[config.mk]
export PLATFORM = sky130hd
export DESIGN_NAME = gpio_bank
export DESIGN_NICKNAME = d
export VERILOG_FILES = /design/src/rtl/gpio_bank.sv
export SDC_FILE = /design/constraint.sdc
export NUM_CORES = 1
export LEC_CHECK = 0
export CAP_MARGIN = 10
export CORE_MARGIN = 4
export CORE_UTILIZATION = 54
export CTS_BUF_LIST = sky130_fd_sc_hd__clkbuf_4
export DETAILED_ROUTE_END_ITERATION = 8
export PLACE_DENSITY = 0.87
export SKIP_LAST_GASP = 1
export SYNTH_ARGS = -nofsm -noshare
export SYNTH_HDL_FRONTEND = slang
export SYNTH_SLANG_ARGS = --single-unit
export TNS_END_PERCENT = 30
[constraint.sdc]
create_clock -name clk -period 4.04 [get_ports clk]
set_input_delay 1.01 -clock clk [delete_from_list [all_inputs] [get_ports clk]]
set_output_delay 1.01 -clock clk [all_outputs]
set_load 0.1 [all_outputs]
[src/rtl/gpio_bank.sv]
// gpio_bank: a bank of embedded I/O channels between the SoC pads and the FPGA fabric.
// The output path is registered. The input path runs through a synchroniser, a per-channel
// debounce and a gate on config_done/isolation. Rising and falling edges of the debounced
// level can raise sticky, write-1-to-clear interrupt flags.
module gpio_bank #(
  parameter int NUM_IO       = 8,
  parameter int SYNC_STAGES  = 2,
  parameter int DEBOUNCE_CYC = 4,
  parameter int DB_W         = 3
) (
  input  logic              clk,
  input  logic              reset,
  input  logic              config_done,
  input  logic              io_isol_n,
  input  logic [NUM_IO-1:0] soc_in,
  output logic [NUM_IO-1:0] soc_out,
  output logic [NUM_IO-1:0] soc_dir,
  input  logic [NUM_IO-1:0] fpga_out,
  input  logic [NUM_IO-1:0] fpga_dir,
  output logic [NUM_IO-1:0] fpga_in,
  input  logic [NUM_IO-1:0] rise_en,
  input  logic [NUM_IO-1:0] fall_en,
  input  logic [NUM_IO-1:0] irq_clr,
  output logic [NUM_IO-1:0] irq_status,
  output logic              irq
);

  logic              active;
  logic [NUM_IO-1:0] sync_p [SYNC_STAGES];
  logic [NUM_IO-1:0] sync_q;
  logic [NUM_IO-1:0] stable;
  logic [NUM_IO-1:0] prev;
  logic [NUM_IO-1:0] rise;
  logic [NUM_IO-1:0] fall;
  logic [NUM_IO-1:0] irq_set;

  // Both directions are live only once the fabric is configured and the ring is not isolated.
  assign active = config_done & io_isol_n;

  // Output path: the pad follows the fabric one cycle later. When inactive, the pad is parked as an input driving 0.
  always_ff @(posedge clk) begin
    if (reset) begin
      soc_out <= '0;
      soc_dir <= '1;
    end else if (active) begin
      soc_out <= fpga_out;
      soc_dir <= fpga_dir;
    end else begin
      soc_out <= '0;
      soc_dir <= '1;
    end
  end

  // Input synchroniser chain. It runs whether or not the bank is active, so the level is already settled when the bank is enabled.
  always_ff @(posedge clk) begin
    if (reset) begin
      for (int s = 0; s < SYNC_STAGES; s++) sync_p[s] <= '0;
    end else begin
      sync_p[0] <= soc_in;
      for (int s = 1; s < SYNC_STAGES; s++) sync_p[s] <= sync_p[s-1];
    end
  end

  assign sync_q = sync_p[SYNC_STAGES-1];

  // ---- debounce stage: sync_q -> stable ----
  if (DEBOUNCE_CYC == 0) begin : g_bypass
    // Debounce bypassed: the stable register only adds one cycle.
    always_ff @(posedge clk) begin
      if (reset) stable <= '0;
      else       stable <= sync_q;
    end
  end else begin : g_debounce
    localparam logic [DB_W-1:0] CNT_LAST = DB_W'(DEBOUNCE_CYC - 1);
    logic [DB_W-1:0] cnt [NUM_IO];

    // A new level is accepted only after it differs from stable for DEBOUNCE_CYC consecutive edges.
    always_ff @(posedge clk) begin
      if (reset) begin
        stable <= '0;
        for (int i = 0; i < NUM_IO; i++) cnt[i] <= '0;
      end else begin
        for (int i = 0; i < NUM_IO; i++) begin
          if (sync_q[i] == stable[i]) begin
            cnt[i] <= '0;
          end else if (cnt[i] == CNT_LAST) begin
            stable[i] <= sync_q[i];
            cnt[i]    <= '0;
          end else begin
            cnt[i] <= cnt[i] + 1'b1;
          end
        end
      end
    end
  end

  // ---- edge detect / interrupt stage: stable -> irq_status ----
  assign rise    = stable & ~prev;
  assign fall    = ~stable & prev;
  assign irq_set = {NUM_IO{active}} & ((rise & rise_en) | (fall & fall_en));

  // Sticky edge flags. A clear and a new edge on the same cycle leave the flag set.
  always_ff @(posedge clk) begin
    if (reset) begin
      prev       <= '0;
      irq_status <= '0;
    end else begin
      prev       <= stable;
      irq_status <= (irq_status & ~irq_clr) | irq_set;
    end
  end

  assign fpga_in = active ? stable : '0;
  assign irq     = |irq_status;

endmodule

# --- Word-level counts from Yosys, hierarchy flattened ---
# Memories as Yosys holds them, arrays and structs flattened.
# Index checks and enable logic that the tools add are counted.
totals:
  register_bits: 40
  mem_bits_rw: 40
  input_bits: 52
  out_inout_bits: 33
  wordCells: 213
  mem_count: 2
mem_list:
  columns: ["name", "words", "width", "read_ports", "rd_clocked_by_memory_dff", "wr", "line_no", "text"]
  rows:
  - ["g_debounce.cnt", 8, 3, 8, 0, 8, "75", "logic [DB_W-1:0] cnt [NUM_IO];"]
  - ["sync_p", 2, 8, 2, 0, 2, "29", "logic [NUM_IO-1:0] sync_p [SYNC_STAGES];"]
op_classes:
  addsub: 8
  eq_ne: 16
  mux: 118
  n_bitwise: 47
  reduce_logical: 10
ops:
  columns: ["operator", "count"]
  rows:
  - ["2-to-1 mux 1 bit", 91]
  - ["2-to-1 mux 3 bit", 24]
  - ["bitwise AND 8 bit", 6]
  - ["OR 1 bit", 26]
  - ["adder 3 x 1 -> 3 bit (second input constant)", 8]
  - ["equality test 3 x 2 -> 1 bit (second input constant)", 8]
  - ["2-to-1 mux 8 bit", 3]
  - ["NOT 8 bit", 3]
  - ["OR 8 bit", 2]
  - ["AND reduction 2 bit", 8]
  - ["NOT 1 bit", 9]
  - ["equality test 1 bit", 8]
  - ["OR reduction 8 bit", 1]
  - ["OR reduction 2 bit", 1]
  - ["bitwise AND 1 bit", 1]

# --- Logic depth before layout (Yosys ltp) ---
depth:
  depth_word: 7
  mapped_depth: 4
  depth_no_buf: 4

# --- Least setup slack after synthesis ---
# OpenSTA, ideal clock, no wires.
synth_timing:
  path_kind: "register to output"
  start: "register irq_status[6]"
  end: "output irq"
  arrival_ps: 1782
  required_ps: 3030
  setup_slack_ps: 1248
  stages_incl_launch_ff: 3
  n_path_buf: 0
  cell_sequence: "dfxtp_1 > nor4_1 > nand2_1"
synth_via:
  elab_chain_cells: 1
synth_lines:
  columns: ["element", "line_no", "text"]
  rows:
  - ["from (decl)", "24", "output logic [NUM_IO-1:0] irq_status,"]
  - ["from (signal assigned)", "109", "irq_status <= (irq_status & ~irq_clr) | irq_set;"]
  - ["OR reduction 8 bit", "114", "assign irq = |irq_status;"]
  - ["to (decl)", "25", "output logic irq"]
# No other way between the ends.

# --- Worst setup path after layout ---
layout_timing:
  start: "input io_isol_n"
  end: "output fpga_in[0]"
layout_via:
  elab_chain_cells: 2
layout_lines:
  columns: ["element", "line_no", "text"]
  rows:
  - ["from (decl)", "14", "input logic io_isol_n,"]
  - ["bitwise AND 1 bit", "38", "assign active = config_done & io_isol_n;"]
  - ["2-to-1 mux 8 bit", "113", "assign fpga_in = active ? stable : '0;"]
  - ["to (decl)", "20", "output logic [NUM_IO-1:0] fpga_in,"]
# No other way between the ends.

==> impl_metrics.ini <==
[status]
status = finished clean

[clocking]
cts_setup_buffers = 0
cts-root-buf = clkbuf_4
tritoncts = yes
postCtsHoldBufs = 0
cts.htree.levels = 3
cts_buffers = 9
cts_sinks = 80
insertion_delay_ns = 0.41
cts_resized = 0
clk_pin_slew_ns = 0.11
clock_path_buffers = 2

[grt]
groute.usage.overall_pct = 18.3
grt_pass1_wl_um = 10200
overflow = 0
grt_max_degree = 51
grt_pass1_vias = 2200
antenna_found_initial = 0

[placed_design]
dp.cells = 442
dp_hpwl_um = 4730
port_buffers = 84
finalWeightedCongestion = 0.795

[timing]
tightest_slew_ns = 1.01
worst_hold_slack_ns = 0.455
slew-limit-headroom_pct = 32.7
fin_crit_sh_pct = 81.2
rsz0062_at_grt = false
setup_violations = 0
max_freq_ghz = 0.305
hold_violations = 0
report.final.slew_viol_count = 0
fin_skew_ns = 0.0105
tns_ns = 0
period_minus_slack_ns = 3.28

[detailed_routing]
drtPass1Iterations = 4
via_per_inst = 4.81
ant_nets = 0
via_count = 2202
first_iter_violations = 86
wl_per_cell_um = 13.8
wirelength_um = 6310
drc = 0

[floorplanning]
die_x_um = 84.7
dieArea_um2 = 7170
pin_count = 85
die_y_um = 84.7
floorplan.initialDensity_pct = 56.6
num_rows = 27
coreArea_um2 = 5610

[finish]
drive_gt1_share_pct = 18.9
finish.net_count = 449
area_delta_synth_final_pct = 38.4
stdcell_count = 458
nFillCells = 387
fin_util_pct = 78.4
antennaDiodeCount = 0

[critical_path]
critical_path_class = in -> out
reg2reg_slack_ns = 2.53
worst-path-max-fanout = 9
rr_endpoint = g_debounce.cnt[0][3]
cp.arrival_ns = 2.27
cp-end-kind = output pin
worst_r2r_path_depth = 4
r2r_start = g_debounce.cnt[0][3]
required_ns = 3.03
cp-start-kind = primary input

[power]
leakage_nw = 1.80
clkPwrFrac_pct = 33.9
p_int_mw = 1.18
p_sw_mw = 0.357
total_power_mw = 1.54
p_seq_share_pct = 56.0
p_per_area_nw_per_um2 = 349
switching_share_pct = 23.3
combPwrFrac_pct = 10.1
peakVddDrop_mv = 0.226

[synthesis]
synth_top_area_share_pct = 35.3
netlist_top_cells_count = dfxtp_1 (56), edfxtp_1 (24), nor2_2 (24), nor2b_1 (18)
synthArstFlopShare_pct = 0
ys_seq_elements = 80
syn_avg_cell_area_um2 = 11.8
synth_area_leaders = dfxtp_1 (35%), edfxtp_1 (23%), ha_1 (6.3%)
synth_largest_area_cell = dfxtp_1
yosysWarnings = 0
postSynthCellCount = 269
synth_area_um2 = 3180
ys.flop_type = dfxtp_1
yosysSeqAreaShare_pct = 58.0
synth-edff-count = 24
synth.most_common_cell = dfxtp_1
synth_cell_types = 25

[min_path]
min_path_cells = 1
min_path_type = reg -> reg
hold_start = sync_p[0][4]
worstHoldEndpoint = sync_p[0][12]

[run]
cap_violations = 0
[flip-flops by register name, summed over array words and instances, names as in the netlist]
register and cells:
prev 8, stable 8, irq_status 8, soc_out 8, sync_p 16, soc_dir 8
g_debounce.cnt 24
[worst max-delay path by stage]
stage             startpoint         end  cells after the start
3_3_place_gp     config_done  fpga_in[7]                      3
4_1_cts          config_done  fpga_in[7]                      3
6_report           io_isol_n  fpga_in[0]                      3
2_1_floorplan  irq_status[6]         irq                      2
3_5_place_dp       io_isol_n  fpga_in[7]                      3
5_1_grt            io_isol_n  fpga_in[2]                      3
[logic make-up (layout without fill, tap and decap cells)]
| group | after synthesis | count (layout) | synth area share, % |
|---|---|---|---|
| AND/OR/NAND/NOR | 117 | 117 | 24.5 |
| flip-flops | 80 | 80 | 58.0 |
| buffers and inverters | 23 | 117 | 3.15 |
| adder cells (fa/ha/maj) | 16 | 16 | 6.30 |
| AO/OA/AOI/OAI | 16 | 16 | 3.15 |
| XOR/XNOR | 8 | 8 | 2.21 |
| multiplexers | 8 | 8 | 2.52 |
| other | 1 | 24 | 0.118 |
[cell type report]
class | count | area (um^2) | share of cell area [%]
sequential | 80 | 1840 | 41.9
multi-input combinational | 189 | 1320 | 30.0
timing repair buffer | 85 | 923 | 21.0
tap | 72 | 90.1 | 2.05
clock inverter | 6 | 83.8 | 1.91
clock buffer | 10 | 75.1 | 1.71
inverter | 16 | 60.1 | 1.37
[layout by cell type, fill, tap and decap left out, drive strengths merged, types with 16 or more instances in the layout]
cell	instances
clkdlybuf4s50	75
conb	24
dfxtp	56
edfxtp	24
ha	16
inv	16
nor2	33
nor2b	24
or3	16
[per-stage QoR]
stage,area (um^2),worst slack [ns]
2_1_floorplan,3260,1.25
3_5_place_dp,4240,0.769
4_1_cts,4390,0.764
6_report,4390,0.760
3_3_place_gp,4240,0.761
5_1_grt,4390,0.747
[critical path, stage by stage]
cell and delay (ns):
clkdlybuf4s50_1 0.77, and3_2 0.31, buf_12 0.18
[power by group through the flow]
stage / Combinational (mW) / Sequential (mW) / Clock [mW]
after floorplan: 0.0532 / 0.908 / 0
after global placement: 0.151 / 0.877 / 0
after detailed placement: 0.154 / 0.878 / 0
after CTS: 0.156 / 0.860 / 0.534
after global routing: 0.166 / 0.863 / 0.570
final: 0.155 / 0.860 / 0.521
[layer usage]
layer / track usage, % / part of all wire [%] / vias up / wire, um
met5: 0 / 0 / - / 0
met4: 6.47 / 1.3 / 0 / 84
met3: 5.59 / 7.5 / 8 / 472
met2: 29.9 / 46 / 81 / 2920
met1: 22.9 / 45 / 1007 / 2830
li1: - / - / 1106 / -
(Power assumes the default switching activity.)
